$ cat src/rtl/param_report_tx.sv
// Serialises a snapshot of the waveform parameters into a 9-byte report packet
// (header, payload, XOR checksum) handed one byte at a time to a UART transmitter.
module param_report_tx #(
  parameter logic [7:0] HEADER = 8'hA5
) (
  input  logic        clk,
  input  logic        rst,
  input  logic        report_req,
  input  logic [1:0]  waveform_type,
  input  logic [15:0] frequency,
  input  logic [9:0]  amplitude,
  input  logic [9:0]  dc_offset,
  input  logic        tx_busy,
  output logic [7:0]  tx_data,
  output logic        tx_start,
  output logic        report_busy,
  output logic        report_done
);

  typedef enum logic [2:0] {
    S_IDLE,
    S_ISSUE,
    S_WAIT_ACK,
    S_WAIT_DONE,
    S_FINISH
  } state_t;

  localparam logic [3:0] LAST_IDX    = 4'd8;
  localparam logic [3:0] ACK_TIMEOUT = 4'd15;

  state_t      state_q, state_d;
  logic [3:0]  idx_q, idx_d;
  logic [3:0]  tmo_q, tmo_d;
  logic        pend_q, pend_d;
  logic [1:0]  wf_q, wf_d;
  logic [15:0] freq_q, freq_d;
  logic [9:0]  amp_q, amp_d;
  logic [9:0]  off_q, off_d;
  logic [7:0]  tx_data_q, tx_data_d;
  logic        tx_start_q, tx_start_d;

  logic [7:0]  checksum;
  logic [7:0]  cur_byte;
  logic        snap;
  logic        byte_done;

  assign checksum = HEADER ^ {6'b0, wf_q} ^ freq_q[15:8] ^ freq_q[7:0]
                  ^ {6'b0, amp_q[9:8]} ^ amp_q[7:0]
                  ^ {6'b0, off_q[9:8]} ^ off_q[7:0];

  always_comb begin
    // NOTE: assign a default before the case so no path leaves cur_byte unassigned (that would infer a latch).
    cur_byte = 8'h00;
    case (idx_q)
      4'd0:    cur_byte = HEADER;
      4'd1:    cur_byte = {6'b0, wf_q};
      4'd2:    cur_byte = freq_q[15:8];
      4'd3:    cur_byte = freq_q[7:0];
      4'd4:    cur_byte = {6'b0, amp_q[9:8]};
      4'd5:    cur_byte = amp_q[7:0];
      4'd6:    cur_byte = {6'b0, off_q[9:8]};
      4'd7:    cur_byte = off_q[7:0];
      4'd8:    cur_byte = checksum;
      default: cur_byte = 8'h00;
    endcase
  end

  always_comb begin
    state_d    = state_q;
    idx_d      = idx_q;
    tmo_d      = tmo_q;
    pend_d     = pend_q;
    tx_data_d  = tx_data_q;
    tx_start_d = 1'b0;
    snap       = 1'b0;
    byte_done  = 1'b0;

    // Requests arriving while a packet is in flight collapse into one pending flag.
    if (report_req && state_q != S_IDLE) pend_d = 1'b1;

    case (state_q)
      S_IDLE: begin
        if (report_req) begin
          snap    = 1'b1;
          idx_d   = 4'd0;
          state_d = S_ISSUE;
        end
      end
      S_ISSUE: begin
        if (!tx_busy) begin
          tx_start_d = 1'b1;
          tx_data_d  = cur_byte;
          tmo_d      = 4'd0;
          state_d    = S_WAIT_ACK;
        end
      end
      S_WAIT_ACK: begin
        if (tx_busy)                  state_d   = S_WAIT_DONE;
        else if (tmo_q == ACK_TIMEOUT) byte_done = 1'b1;
        else                          tmo_d     = tmo_q + 4'd1;
      end
      S_WAIT_DONE: begin
        if (!tx_busy) byte_done = 1'b1;
      end
      S_FINISH: begin
        if (pend_q || report_req) begin
          snap    = 1'b1;
          pend_d  = 1'b0;
          idx_d   = 4'd0;
          state_d = S_ISSUE;
        end else begin
          state_d = S_IDLE;
        end
      end
      default: state_d = S_IDLE;
    endcase

    // A byte finishes either on the UART handshake or on the missing-ack timeout.
    if (byte_done) begin
      if (idx_q == LAST_IDX) begin
        state_d = S_FINISH;
      end else begin
        idx_d   = idx_q + 4'd1;
        state_d = S_ISSUE;
      end
    end
  end

  assign wf_d   = snap ? waveform_type : wf_q;
  assign freq_d = snap ? frequency     : freq_q;
  assign amp_d  = snap ? amplitude     : amp_q;
  assign off_d  = snap ? dc_offset     : off_q;

  // NOTE: sequential state uses non-blocking (<=) so every register samples pre-edge values.
  always_ff @(posedge clk or posedge rst) begin
    if (rst) begin
      state_q    <= S_IDLE;
      idx_q      <= 4'd0;
      tmo_q      <= 4'd0;
      pend_q     <= 1'b0;
      wf_q       <= 2'd0;
      freq_q     <= 16'd0;
      amp_q      <= 10'd0;
      off_q      <= 10'd0;
      tx_data_q  <= 8'h00;
      tx_start_q <= 1'b0;
    end else begin
      state_q    <= state_d;
      idx_q      <= idx_d;
      tmo_q      <= tmo_d;
      pend_q     <= pend_d;
      wf_q       <= wf_d;
      freq_q     <= freq_d;
      amp_q      <= amp_d;
      off_q      <= off_d;
      tx_data_q  <= tx_data_d;
      tx_start_q <= tx_start_d;
    end
  end

  assign tx_data     = tx_data_q;
  assign tx_start    = tx_start_q;
  assign report_busy = (state_q == S_ISSUE) || (state_q == S_WAIT_ACK) || (state_q == S_WAIT_DONE);
  assign report_done = (state_q == S_FINISH);

endmodule

$ cat config.mk
export PLATFORM = sky130hd
export DESIGN_NAME = param_report_tx
export DESIGN_NICKNAME = d
export VERILOG_FILES = /design/src/rtl/param_report_tx.sv
export SDC_FILE = /design/constraint.sdc
export NUM_CORES = 1
export LEC_CHECK = 0
export ABC_AREA = 1
export ABC_CLOCK_PERIOD_IN_PS = 5950
export CELL_PAD_IN_SITES_DETAIL_PLACEMENT = 1
export CELL_PAD_IN_SITES_GLOBAL_PLACEMENT = 1
export CORE_MARGIN = 10
export CORE_UTILIZATION = 42
export DETAILED_ROUTE_END_ITERATION = 12
export PLACE_DENSITY = 0.94
export SYNTH_ARGS = -nofsm -noshare
export SYNTH_HDL_FRONTEND = slang
export SYNTH_SLANG_ARGS = --single-unit
$ cat constraint.sdc
create_clock -name clk -period 5.95 [get_ports clk]
set_clock_uncertainty 0.15 [all_clocks]
set_input_delay 1.19 -clock clk [delete_from_list [all_inputs] [get_ports clk]]
set_output_delay 1.19 -clock clk [all_outputs]
set_load 0.03 [all_outputs]
==> impl_metrics.csv <==
group,metric,value,unit
global_route,antenna_found_initial,0,
die,num_io_pins,53,
timing,worst_pin_slew,0.813,ns
cells_and_area,antenna_cells,0,
drt,dr.pass1.iters,4,
timing,setup_viol,0,
global_route,gr-usage-all-layers,0.169,
power,power-per-cell-area,494,nW/µm²
timing,fin_crit,3.27,ns
setup_path,setup.worst_path.end_class,"output port",
synthesis,yosysWarnings,0,
setup_path,cpPeakStageDelay,0.68,ns
place,dp_cells,563,
timing,hold_viol_final,0,
die,die_height,107,µm
global_route,use_met1,0.192,
setup_path,worstSetupStartpointType,"flop",
synthesis,ys_top_cells_by_area,"dfrtp_1 (46%), nand2_1 (21%), nand3_1 (4.6%), inv_1 (4.2%), o21ai_0 (4.1%)",
setup_path,path_common_cell,"nor2_1",
clock_network,cts_tree,"built",
synthesis,synth_top_area_share,0.463,
die,dieArea,11500,µm²
power,vdd_drop_max,0.196,mV
cells_and_area,finalNonFillerCells,579,
clock_network,h-tree-depth,3,
cells_and_area,multi_input_area,1510,µm²
synthesis,muxShareOfSynthArea,0,
place,dp_hpwl,6950,µm
timing,slew_headroom,0.458,
status,status,"complete, no violations",
drt,drc_errors,0,
synthesis,syn_area,3190,µm²
cells_and_area,nets,522,
clock_network,clk_pin_slew,0.07,ns
setup_path,cpMaxStageDelayCell,"clkdlybuf4s50_1",
global_route,grt_first_pass_wirelength,15900,µm
setup_path,cpLargestDelayFamily,"buffers and inverters",
synthesis,synth_top_family_by_area,"simple AND/OR/NAND/NOR gates",
timing,fmax,0.306,GHz
die,start_util,0.435,
setup_path,critPathArrivalTime,1.93,ns
clock_network,clock_path_buffers,2,
clock_network,clk_latency,0.33,ns
synthesis,synth-seq-cells,59,
drt,drtIter0Drc,100,
cells_and_area,num-fill-cells,899,
timing,rsz0062_at_grt,"no",
clock_network,cts-resized-gates,0,
synthesis,synth_ff_type,"dfrtp_1",
cells_and_area,final_util,0.546,
global_route,grt_max_degree,60,
cells_and_area,syn_to_final_growth,25.5,%
min_path,hold_class,"flop to flop",
clock_network,clock-sinks,59,
place,place.gp.congestion,0.812,
die,coreArea,7330,µm²
cells_and_area,ff_latch_area,1480,µm²
drt,wire_per_inst,16.4,µm
clock_network,numCtsBuffers,9,
die,die_x,107,µm
cells_and_area,drive_above_1_share,0.0750,
drt,detail-route-antenna-nets,0,
setup_path,critPathBufInv,2,
global_route,grt-ovfl-total,0,
synthesis,synthArstFlopShare,1.00,
global_route,grtUsageMet3,0.0293,
power,power,0.00198,W
drt,via_per_inst,5.21,
timing,tns,0,ns
synthesis,synth-edff-count,0,
clock_network,clockRootBuffer,"clkbuf_8",
clock_network,hold_buffers,0,
timing,final_max_slew_viol_count,0,
timing,finalCritPeriodShare,0.550,
synthesis,syn-num-nets,467,
flow_run,drv_cap,0,
setup_path,crit_type,"flop to output port",
die,rows,31,
power,leakagePower,1.98,nW
synthesis,yosys-top-cells-count,"nand2_1 (181), dfrtp_1 (59), inv_1 (36), nand3_1 (29), o21ai_0 (26)",
synthesis,yosysMostFrequentCell,"nand2_1",
synthesis,synth-seq-area-share,0.463,
place,port-buffer-count,52,
setup_path,required,4.61,ns
setup_path,critPathMaxFanout,4,
synthesis,synthDistinctLibCells,36,
global_route,use_met2,0.306,
drt,drt_wl_total,9470,µm
synthesis,synthAdderAreaFrac,0.0196,
synthesis,yosys.area_share.simple,0.323,
global_route,grt_pass1_vias,3369,
setup_path,path_cells,"nor2_1 > inv_1 > nor2_1 > clkdlybuf4s50_1",
synthesis,syn_inst,420,
synthesis,synth_area_per_cell,7.59,µm²
global_route,busiest_layer,"met2",
synthesis,synth-compound-area-share,0.0843,
synthesis,synth_xor_area_frac,0.0467,
synthesis,synth_area_leader_cell,"dfrtp_1",
clock_network,post_cts.repair.setup_buffers,0,
drt,vias,3017,
[cell type report]
class                   instances  area share
multi-input cells             312       0.377
flip-flops and latches         59       0.369
repair buffers                 53       0.132
clock buffers                  12      0.0413
inverters                      40      0.0378
well taps                      99      0.0309
clock inverters                 4      0.0119
[report_power, final]
group | switching [W] | internal, W
registers | 0.000162 | 0.000566
logic | 0.000540 | 0.000318
clock network | 0.000165 | 0.000226
total | 0.000866 | 0.00111
[metal layers]
metal | vias to the layer above | routed length (µm)
met5 | - | 0
met4 | 0 | 156
met3 | 18 | 406
met2 | 78 | 4880
met1 | 1486 | 4020
li1 | 1435 | -
[registers in the layout (all words and copies together) (netlist names)]
register,flops
off_q,10
state_q,3
tx_data,8
wf_q,2
freq_q,16
pend_q,1
tmo_q,4
amp_q,10
idx_q,4
tx_start,1
[per-stage QoR]
stage          instance area (µm²)  hold WS, ns  setup WS (ns)
2_1_floorplan                 3190        0.340           3.15
3_3_place_gp                  3790        0.318           2.61
3_5_place_dp                  3790        0.325           2.51
4_1_cts                       4000        0.342           2.67
5_1_grt                       4000        0.368           2.54
6_report                      4000        0.340           2.68
[path summary, 6_finish.rpt]
| check | cells after the start | slack [ns] | end | from |
|---|---|---|---|---|
| min reg2reg | 2 | 0.34 | tx_data[5]$_DFFE_PP0P_ | tx_data[5]$_DFFE_PP0P_ |
| min in group asynchronous | 3 | 1.26 | tx_data[5]$_DFFE_PP0P_ | rst |
| max in group asynchronous | 3 | 3.86 | amp_q[2]$_DFFE_PP0P_ | rst |
| min | 2 | 0.34 | tx_data[5]$_DFFE_PP0P_ | tx_data[5]$_DFFE_PP0P_ |
| max reg2reg | 4 | 3.58 | amp_q[1]$_DFFE_PP0P_ | state_q[1]$_DFFE_PP0P_ |
| max | 4 | 2.68 | report_done | state_q[1]$_DFFE_PP0P_ |
[cell usage in the layout (no fill, tap or decap)]
cell / n
buf_4: 1
o21ai_1: 2
nand2_2: 5
clkinv_2: 3
o31ai_2: 1
nor3_1: 3
nand4_2: 1
nand4_1: 3
bufinv_16: 1
a21o_1: 1
nand2_4: 1
clkdlybuf4s50_1: 52
a22o_1: 1
nand3_1: 29
o211ai_1: 2
clkbuf_8: 12
dfrtp_1: 59
inv_1: 35
a31oi_1: 1
o22ai_1: 1
ha_1: 5
o2111ai_1: 1
xor2_1: 9
nor2_2: 2
nand3_2: 1
nor3_2: 1
o21ai_0: 26
inv_2: 3
clkinv_1: 1
nand2_1: 181
clkinvlp_4: 1
nor3_4: 1
nor2_4: 2
xnor2_1: 8
nor2_1: 12
a21oi_1: 11
o32ai_1: 1
[kinds of logic (layout without fill, tap and decap cells)]
logic type               count (synthesis)  in the layout
adder cells (fa/ha/maj)                  5              5
AND/OR/NAND/NOR                        242            242
XOR/XNOR                                17             17
AO/OA/AOI/OAI                           48             48
buffers and inverters                   49            109
flip-flops                              59             59
[tightest hold or removal path: stages, from the launching register on]
cell and delay (ns):
dfrtp_1 0.35, nand2_1 0.05, nand2_1 0.06
Note: power is estimated with default switching activity, not from simulation.
==> patch (config.mk and constraints unchanged) <==
Register the inputs `report_req`, `waveform_type`, `frequency`, `amplitude`, `dc_offset` and `tx_busy` before use. The logic sees them one clock later.
--- a/src/rtl/param_report_tx.sv
+++ b/src/rtl/param_report_tx.sv
@@ -29,2 +29,18 @@
   localparam logic [3:0] ACK_TIMEOUT = 4'd15;
+
+  logic report_req_q;
+  logic [1:0] waveform_type_q;
+  logic [15:0] frequency_q;
+  logic [9:0] amplitude_q;
+  logic [9:0] dc_offset_q;
+  logic tx_busy_q;
+
+  always_ff @(posedge clk) begin
+    report_req_q    <= report_req;
+    waveform_type_q <= waveform_type;
+    frequency_q     <= frequency;
+    amplitude_q     <= amplitude;
+    dc_offset_q     <= dc_offset;
+    tx_busy_q       <= tx_busy;
+  end
 
@@ -78,3 +94,3 @@
     // Requests arriving while a packet is in flight collapse into one pending flag.
-    if (report_req && state_q != S_IDLE) pend_d = 1'b1;
+    if (report_req_q && state_q != S_IDLE) pend_d = 1'b1;
 
@@ -82,3 +98,3 @@
       S_IDLE: begin
-        if (report_req) begin
+        if (report_req_q) begin
           snap    = 1'b1;
@@ -89,3 +105,3 @@
       S_ISSUE: begin
-        if (!tx_busy) begin
+        if (!tx_busy_q) begin
           tx_start_d = 1'b1;
@@ -97,3 +113,3 @@
       S_WAIT_ACK: begin
-        if (tx_busy)                  state_d   = S_WAIT_DONE;
+        if (tx_busy_q)                  state_d   = S_WAIT_DONE;
         else if (tmo_q == ACK_TIMEOUT) byte_done = 1'b1;
@@ -102,6 +118,6 @@
       S_WAIT_DONE: begin
-        if (!tx_busy) byte_done = 1'b1;
+        if (!tx_busy_q) byte_done = 1'b1;
       end
       S_FINISH: begin
-        if (pend_q || report_req) begin
+        if (pend_q || report_req_q) begin
           snap    = 1'b1;
@@ -128,6 +144,6 @@
 
-  assign wf_d   = snap ? waveform_type : wf_q;
-  assign freq_d = snap ? frequency     : freq_q;
-  assign amp_d  = snap ? amplitude     : amp_q;
-  assign off_d  = snap ? dc_offset     : off_q;
+  assign wf_d   = snap ? waveform_type_q : wf_q;
+  assign freq_d = snap ? frequency_q   : freq_q;
+  assign amp_d  = snap ? amplitude_q   : amp_q;
+  assign off_d  = snap ? dc_offset_q   : off_q;
 
Function: changed (a bounded check fails within 4 cycles, from zero or initial values and one cycle with rst high).
==> patch against the original RTL <==
  * Wire length is 13% higher
  * First-iteration DRC count is 64% higher
  * Final area is 23% higher
  * Sequential cell count is 40 higher
  * Power is 32% higher
  * Largest power group unchanged
  * Largest cell class is now registers
  * Setup slack better by 0.10 ns
  * Area after synthesis is 28% higher
==> patch: results (changes against the original RTL) <==
[status]
outcome=complete, no violations

[detailed_routing]
vias_per_cell=5.07  ; -2.7%
routed_wl_um=10700  ; +13%
drtIter0Drc=164  ; +64%
dr.pass1.iters=4  ; unchanged

[logic_synthesis]
ys_types=29  ; -19%
syn-num-nets=509  ; +9.0%
yosysSeqAreaShare=0.556  ; +0.0933
synth-main-ff-cell=dfrtp_1
netlist_instances=462  ; +10%
synth_xor_area_frac=0.0300  ; -0.0167
synthAdderAreaFrac=0.0153  ; -0.00433
synth_compound_area_frac=0.0990  ; +0.0147
synth_top_family_by_area=simple AND/OR/NAND/NOR gates
yosys-top-cells-area=dfrtp_1 36%, dfxtp_1 20%, nand2_1 15%
yosys-top-cells-count=164 x nand2_1, 59 x dfrtp_1, 43 x inv_1
async_flop_share=0.596  ; -0.404

[pwr]
seqPwrFrac=0.391  ; +0.023
clock_power_share=0.192  ; -0.006
p_int_mw=1.51  ; +36%
cellLeakagePower_nw=2.32  ; +17%
vdd_drop_max_mv=0.239  ; +22%
p_total_mw=2.61  ; +32%

[hold_path]
hold_end=freq_q[11]
holdPathStages=2  ; unchanged
hold_path.startpoint=frequency_q[11]
hold_class=flop to flop

[clock_network]
clk_pin_slew_ns=0.09  ; +0.02 ns
clk_latency_ns=0.36  ; +0.03 ns
ctsLongestPathBuffers=2  ; unchanged
numCtsBuffers=9  ; unchanged

[sta]
tightestPinTransition_ns=1.18  ; +0.372 ns
post-route-period-util=0.532  ; -0.0171
whs_ns=0.280  ; -0.0600 ns

[place]
place_area_sq_um=4670  ; +23%
place_worst_setup_slack_ns=3.13  ; +0.619 ns
place.gp.congestion=0.858  ; +5.6%
hpwl_um=7590  ; +9.3%
placed_cells=635  ; +13%

[final_layout]
reg_top3=freq_q (16), frequency_q (16)
fin_cells=651  ; +12%
nets=564  ; +8.0%
fill_cells=1142  ; +27%
drive_above_1_share=0.0958  ; +0.0208

[setup_path]
timing.rr.start=state_q[0]
rr_worst_depth=6  ; +2
crit_start=state_q[0]
crit_fanout=5  ; +1
timing.rr.end=idx_q[1]
crit_end=report_done
worstSetupPathType=flop to primary output
slowest_delay_ns=0.68  ; about the same
r2r_slack_ns=2.96  ; -0.62 ns
cp.arrival_ns=1.83  ; -0.10 ns
critical-path-slowest-cell=clkdlybuf4s50_1

[global_routing]
grt_usage=0.152  ; -0.0169
grt_pass1_wl_um=17900  ; +12%
grt_max_degree=62  ; +3.3%
grt_pass1_vias=3690  ; +9.5%

[job]
maxCapViolCount=0  ; unchanged

==> patch: cell count changes after synthesis, moves of 7 or more <==
cell / delta
o21ai_2: +22
inv_1: +7
o21ai_0: -9
dfxtp_1: +40
nand2_1: -17
==> patch: metal layers <==
layer  routed length (um)  up-vias  GRT usage
li1                     -     1572          -
met1                 4400     1660      0.165
met2                 5780       50      0.285
met3                  365       17     0.0343
met4                  163        0     0.0496
met5                    0        -          0
==> patch: cell type report <==
cell class / count / area [sq um] / area share
clock buffer: 13 / 170 / 0.0346
clock inverter: 3 / 68.8 / 0.0140
inverter: 48 / 180 / 0.0367
multi-input combinational: 306 / 1530 / 0.311
sequential: 99 / 2280 / 0.463
tap: 129 / 161 / 0.0328
timing repair buffer: 53 / 528 / 0.107
==> patch: cells by family after synthesis <==
kind of cell / count (synthesis)
compound gates: 62
xor+xnor: 14
fa+ha+maj: 5
buf+inv: 57
flops: 99
simple gates: 225
